$ cat config.mk
export PLATFORM = sky130hd
export DESIGN_NAME = store_buffer
export DESIGN_NICKNAME = d
export VERILOG_FILES = /design/src/rtl/mem_stage_pkg.sv /design/src/rtl/sb_match.sv /design/src/rtl/store_buffer.sv
export SDC_FILE = /design/constraint.sdc
export NUM_CORES = 1
export LEC_CHECK = 0
export BUFFER_PORTS_ARGS = -buffer_cell sky130_fd_sc_hd__buf_2
export CORE_UTILIZATION = 30
export DETAILED_ROUTE_END_ITERATION = 10
export REMOVE_ABC_BUFFERS = 1
export SKIP_LAST_GASP = 1
export SLEW_MARGIN = 15
export SYNTH_ARGS = -nofsm -noshare
export SYNTH_HDL_FRONTEND = slang
export SYNTH_HIERARCHICAL = 1
export SYNTH_SLANG_ARGS = --single-unit
$ cat constraint.sdc
create_clock -name Clk -period 4.4 [get_ports Clk]
set_clock_uncertainty 0.05 [all_clocks]
set_input_delay 0.88 -clock Clk [delete_from_list [all_inputs] [get_ports Clk]]
set_output_delay 0.88 -clock Clk [all_outputs]
set_load 0.005 [all_outputs]
$ cat src/rtl/mem_stage_pkg.sv
// Shared MEM-stage widths and the store-buffer entry layout.
package mem_stage_pkg;

  localparam int MEM_ADDR_W = 10;
  localparam int MEM_DATA_W = 16;

  typedef struct packed {
    logic [MEM_ADDR_W-1:0] addr;
    logic [MEM_DATA_W-1:0] data;
  } sb_entry_t;

endpackage

$ cat src/rtl/sb_match.sv
// Youngest-match priority finder over a circular buffer of addresses.
// Scans from the head (oldest) towards the tail so the last hit is the youngest.
module sb_match #(
  parameter int DEPTH  = 4,
  parameter int ADDR_W = 10,
  localparam int PTR_W = $clog2(DEPTH)
) (
  input  logic [DEPTH*ADDR_W-1:0] i_addrs,
  input  logic [DEPTH-1:0]        i_valid,
  input  logic [PTR_W-1:0]        i_head,
  input  logic [ADDR_W-1:0]       i_addr,
  output logic                    o_hit,
  output logic [PTR_W-1:0]        o_index
);

  logic [DEPTH-1:0] w_match;

  genvar gi;
  generate
    for (gi = 0; gi < DEPTH; gi++) begin : g_cmp
      assign w_match[gi] = i_valid[gi] && (i_addrs[gi*ADDR_W +: ADDR_W] == i_addr);
    end
  endgenerate

  always_comb begin : p_find
    logic [PTR_W-1:0] idx;
    idx     = '0;
    o_hit   = 1'b0;
    o_index = i_head;
    for (int age = 0; age < DEPTH; age++) begin
      idx = i_head + PTR_W'(age);
      if (w_match[idx]) begin
        o_hit   = 1'b1;
        o_index = idx;
      end
    end
  end

endmodule

$ cat src/rtl/store_buffer.sv
// Posted-store buffer ahead of the data memory: in-order drain, load forwarding.
// Optional SB_COALESCE_EN: a store to an already-queued address overwrites that entry.
module store_buffer
  import mem_stage_pkg::*;
#(
  parameter int DEPTH  = 4,
  parameter int ADDR_W = MEM_ADDR_W,
  parameter int DATA_W = MEM_DATA_W
) (
  input  logic              Clk,
  input  logic              Rst,
  input  logic              St_Valid,
  input  logic [ADDR_W-1:0] St_Addr,
  input  logic [DATA_W-1:0] St_Data,
  output logic              St_Ready,
  input  logic              Ld_Valid,
  input  logic [ADDR_W-1:0] Ld_Addr,
  output logic [DATA_W-1:0] Ld_Data,
  output logic              Ld_Hit,
  input  logic [DATA_W-1:0] Mem_Read_Data,
  output logic [ADDR_W-1:0] Mem_Addr,
  output logic [DATA_W-1:0] Mem_Write_Data,
  output logic              MemRead,
  output logic              MemWrite,
  output logic              Empty
);

  localparam int PTR_W = $clog2(DEPTH);
  localparam int CNT_W = PTR_W + 1;

  logic [ADDR_W-1:0] r_addr [DEPTH];
  logic [DATA_W-1:0] r_data [DEPTH];
  logic [PTR_W-1:0]  r_head;
  logic [PTR_W-1:0]  r_tail;
  logic [CNT_W-1:0]  r_count;

  logic [PTR_W-1:0]        w_age [DEPTH];
  logic [DEPTH-1:0]        w_valid;
  logic [DEPTH*ADDR_W-1:0] w_addrs;
  logic                    w_st_ready;
  logic                    w_drain;
  logic                    w_push;
  logic                    w_alloc;
  logic                    w_ld_hit;
  logic [PTR_W-1:0]        w_ld_idx;

  // An entry is occupied when its distance from the head is below the count.
  genvar gi;
  generate
    for (gi = 0; gi < DEPTH; gi++) begin : g_entry
      assign w_age[gi] = PTR_W'(gi) - r_head;
      assign w_valid[gi] = {1'b0, w_age[gi]} < r_count;
      assign w_addrs[gi*ADDR_W +: ADDR_W] = r_addr[gi];
    end
  endgenerate

  assign w_st_ready = r_count < CNT_W'(DEPTH);
  assign w_drain    = Rst && !Ld_Valid && (r_count != '0);
  assign w_push     = Rst && St_Valid && w_st_ready;

  sb_match #(.DEPTH(DEPTH), .ADDR_W(ADDR_W)) u_ld_match (
    .i_addrs (w_addrs),
    .i_valid (w_valid),
    .i_head  (r_head),
    .i_addr  (Ld_Addr),
    .o_hit   (w_ld_hit),
    .o_index (w_ld_idx)
  );

`ifdef SB_COALESCE_EN
  logic [DEPTH-1:0] w_head_mask;
  logic             w_co_hit;
  logic [PTR_W-1:0] w_co_idx;
  logic             w_coalesce;

  // The head leaving this cycle cannot absorb a new store.
  assign w_head_mask = w_drain ? (DEPTH'(1) << r_head) : '0;

  sb_match #(.DEPTH(DEPTH), .ADDR_W(ADDR_W)) u_co_match (
    .i_addrs (w_addrs),
    .i_valid (w_valid & ~w_head_mask),
    .i_head  (r_head),
    .i_addr  (St_Addr),
    .o_hit   (w_co_hit),
    .o_index (w_co_idx)
  );

  assign w_coalesce = w_push && w_co_hit;
  assign w_alloc    = w_push && !w_co_hit;
`else
  assign w_alloc    = w_push;
`endif

  always_ff @(posedge Clk) begin
    if (!Rst) begin
      r_head  <= '0;
      r_tail  <= '0;
      r_count <= '0;
      for (int i = 0; i < DEPTH; i++) begin
        r_addr[i] <= '0;
        r_data[i] <= '0;
      end
    end else begin
      if (w_alloc) begin
        r_addr[r_tail] <= St_Addr;
        r_data[r_tail] <= St_Data;
        r_tail         <= r_tail + PTR_W'(1);
      end
`ifdef SB_COALESCE_EN
      if (w_coalesce) begin
        r_data[w_co_idx] <= St_Data;
      end
`endif
      if (w_drain) begin
        r_head <= r_head + PTR_W'(1);
      end
      r_count <= r_count + CNT_W'(w_alloc) - CNT_W'(w_drain);
    end
  end

  always_comb begin
    Ld_Hit   = 1'b0;
    Ld_Data  = '0;
    MemRead  = 1'b0;
    MemWrite = 1'b0;
    if (Rst) begin
      MemWrite = w_drain;
      if (Ld_Valid) begin
        if (w_ld_hit) begin
          Ld_Hit  = 1'b1;
          Ld_Data = r_data[w_ld_idx];
        end else begin
          MemRead = 1'b1;
          Ld_Data = Mem_Read_Data;
        end
      end
    end
  end

  assign Mem_Addr       = Ld_Valid ? Ld_Addr : r_addr[r_head];
  assign Mem_Write_Data = r_data[r_head];
  assign St_Ready       = w_st_ready;
  assign Empty          = (r_count == '0);

endmodule

==> results.json <==
{
  "power_leakage_nw": 3.142,
  "router_iterations_before_antenna_repair": 7,
  "timing.setup.critical_path_class": "flop to output port",
  "min_path_type": "flop to flop",
  "total_power_mw": 3.591,
  "clock.fmax_mhz": 233.1,
  "yosysWarnings": 6,
  "p_per_area_nw_per_um2": 450.6,
  "tightest_slew_ns": 0.8062,
  "drt_drc_violations_left": 0,
  "pin_count": 103,
  "tritoncts": "built",
  "grt-ovfl-total": 0,
  "synth_edf_count": 104,
  "seqCellArea_um2": 3307,
  "drt-initial-drc-count": 288,
  "shortest_period_the_worst_path_allows_ns": 4.290,
  "mappedNetlistArea_um2": 6479,
  "numClockSinks": 113,
  "worst_ep_required_time_ns": 3.47,
  "multiInputGateArea_um2": 2980,
  "synthCells": 480,
  "timing.rr.start": "r_count[2]",
  "floorplan.die_area_um2": 22190,
  "syn_area_per_cell_um2": 13.50,
  "final.setup.worst_slack_ns": 0.1105,
  "start_util": 0.3072,
  "worst_setup_path_startpoint": "r_head[1]",
  "unrepaired_setup_endpoints_after_global_routing": "true",
  "timing.final.setup_violations": 0,
  "initial_antenna_violation_count": 2,
  "routabilityCongestion": 0.8077,
  "synth_cell_type_count": 46,
  "slew-limit-headroom": 0.4625,
  "critical_path_at_ns": 3.36,
  "worstHoldStart": "r_head[1]",
  "area_growth_syn_to_layout_pct": 23.00,
  "num-nets-final": 647,
  "root_buffer": "sky130_fd_sc_hd__clkbuf_16",
  "grt_start_max_net_pins": 29,
  "synth_top_area_share": 0.4820,
  "nFillCells": 2026,
  "hold_viol_final": 0,
  "pins_over_their_slew_limit": 0,
  "worst-path-max-fanout": 10,
  "final_core_util": 0.3779,
  "route.vias.total": 4245,
  "clk_pin_slew_worst_paths_ns": 0.06,
  "cts_max_path_buffers": 2,
  "clk_latency_ns": 0.42,
  "h_tree_lvl_count": 4,
  "placed_area_um2": 7276,
  "numPortBuffers": 102,
  "drt-vias-per-instance": 4.851,
  "most-common-layout-cells": "108 x sky130_fd_sc_hd__and2_1, 104 x sky130_fd_sc_hd__edfxtp_1, 102 x sky130_fd_sc_hd__buf_2, 44 x sky130_fd_sc_hd__xnor2_1, 32 x sky130_fd_sc_hd__mux2i_1",
  "worst_path_largest_cell_delay_ns": 0.45,
  "grt_first_pass_wirelength_mm": 26.06,
  "critical_path.cell_chain": "buf_4 > xnor2_1 > ha_1 > a21o_1 > nand2_1 > nand4_1 > or3_1 > o22ai_2 > a211oi_4 > buf_4 > clkbuf_16 > mux2i_1 > o22ai_1 > a21o_1 > buf_2",
  "fin_crit_sh": 0.9749,
  "core_area_um2": 21090,
  "seq_area_frac_synth": 0.5098,
  "finalInstanceArea_um2": 7969,
  "drt-total-wl_mm": 17.43,
  "dieHeight_um": 149.0,
  "postRouteAntennaNets": 0,
  "die_width_um": 149.0,
  "synth.largest_area_cell": "sky130_fd_sc_hd__edfxtp_1",
  "crit_path_start_kind": "flop",
  "cts_inserted_buffers": 17,
  "routed_wire_length_per_instance_um": 19.92,
  "timing.critical_path.slowest_stage_cell": "sky130_fd_sc_hd__or3_1",
  "ys_async_sr_fraction": 0,
  "run_status": "finished, final reports clean",
  "track_usage": 0.1645,
  "max_cap_viol_count": 0,
  "critPathCaptureType": "output port",
  "placementRows": 53,
  "ys_seq_elements": 113,
  "first_global_vias": 4447,
  "hold-worst-slack_ns": 0.5270,
  "largest_cells_by_area_after_synthesis": "sky130_fd_sc_hd__edfxtp_1 48%, sky130_fd_sc_hd__and2_1 10%, sky130_fd_sc_hd__xnor2_1 5.9%",
  "preCtsSetupSlack_ns": 0.2389,
  "mostFrequentLayoutCell": "sky130_fd_sc_hd__and2_1",
  "post_route_cells_drive_above_1_share": 0.3328,
  "synth_ff_type": "sky130_fd_sc_hd__edfxtp_1",
  "place_hpwl_mm": 11.45,
  "vdd_ir_drop_max_uv": 285.7
}
## where the power goes
part	switching (mW)	total [mW]	internal, mW
sequential	0.107	1.39	1.29
clock	0.512	1.35	0.838
combinational	0.398	0.847	0.450
total	1.02	3.59	2.57
## final timing paths
check                 end  slack [ns]  depth (start not counted)
max           Ld_Data[10]        0.11                         15
max reg2reg  r_addr[3][4]        2.14                          5
min             r_head[1]        0.53                          3
min reg2reg     r_head[1]        0.53                          3
## flip-flops by register name, indices dropped and copies added, names as in the netlist, named ones only
name	flops
r_data	64
r_addr	40
r_count	3
r_head	2
r_tail	2
## cell families (layout without fill, tap and decap cells)
kind of cell    after synthesis  after routing  synth area share
flops                       113            113            0.5098
simple gates                159            159            0.1582
compound gates               46             46           0.04925
other cells                   0              2                 0
buf+inv                      42            160           0.03978
xor+xnor                     45             45           0.06199
fa+ha+maj                     6              6           0.01275
mux                          69             69            0.1682
## per-stage QoR
| stage | TNS [ns] | instances |
|---|---|---|
| CTS | 0 | 872 |
| global route | -0.09786 | 873 |
| floorplan | -10.04 | 443 |
| finish | 0 | 875 |
| global placement | 0 | 838 |
| detailed placement | 0 | 838 |
## routing by layer
layer	vias up	wire length (um)	track usage	part of all wire
li1	1988	-	-	-
met1	2116	7293	0.2089	0.42
met2	130	8637	0.2723	0.50
met3	11	1314	0.03945	0.075
met4	0	187	0.05816	0.011
met5	-	0	0	0
## cell usage after synthesis (3+ instances only)
library cell / count
sky130_fd_sc_hd__mux2_2: 10
sky130_fd_sc_hd__a21oi_1: 3
sky130_fd_sc_hd__mux4_1: 13
sky130_fd_sc_hd__a21o_1: 16
sky130_fd_sc_hd__nand4_1: 9
sky130_fd_sc_hd__nand3_1: 6
sky130_fd_sc_hd__buf_6: 7
sky130_fd_sc_hd__nand2_1: 9
sky130_fd_sc_hd__inv_1: 5
sky130_fd_sc_hd__clkbuf_1: 8
sky130_fd_sc_hd__edfxtp_1: 104
sky130_fd_sc_hd__and2_1: 108
sky130_fd_sc_hd__mux4_2: 14
sky130_fd_sc_hd__mux2i_1: 32
sky130_fd_sc_hd__nand2b_1: 4
sky130_fd_sc_hd__a21boi_0: 3
sky130_fd_sc_hd__dfxtp_1: 9
sky130_fd_sc_hd__o21ai_0: 3
sky130_fd_sc_hd__and3b_1: 3
sky130_fd_sc_hd__clkbuf_2: 4
sky130_fd_sc_hd__o22ai_1: 15
sky130_fd_sc_hd__ha_1: 5
sky130_fd_sc_hd__xnor2_1: 44
sky130_fd_sc_hd__buf_2: 15
sky130_fd_sc_hd__or3_1: 4
## critical path: cells and delay by family (launching register included)
| kind | cells | cell delay, ns |
|---|---|---|
| AOI/OAI and AO/OA | 5 | 0.81 |
| xor gates and xnor gates | 1 | 0.21 |
| adders and majority gates | 1 | 0.26 |
| buffers and inverters | 4 | 0.62 |
| DFF | 1 | 0.31 |
| muxes | 1 | 0.12 |
| and+or+nand+nor | 3 | 0.61 |
## repair_timing
| action | in CTS | in global routing |
|---|---|---|
| pin swaps | 2 | 3 |
| hold buffers | 0 | 0 |
| setup buffers | 2 | 0 |
| gates resized for setup | 1 | 14 |
| cloned | 0 | 1 |
| endpoints found under the setup margin | 16 | 17 |
## final cells by class
type                    instances  area share
flip-flops and latches        113      0.4150
multi-input cells             325      0.3740
repair buffers                123     0.09122
clock buffers                  17     0.05338
well taps                     275     0.04318
clock inverters                15     0.02025
inverters                       5    0.002355
diodes                          2   0.0006280
Note: power is estimated with default switching activity, not from simulation.
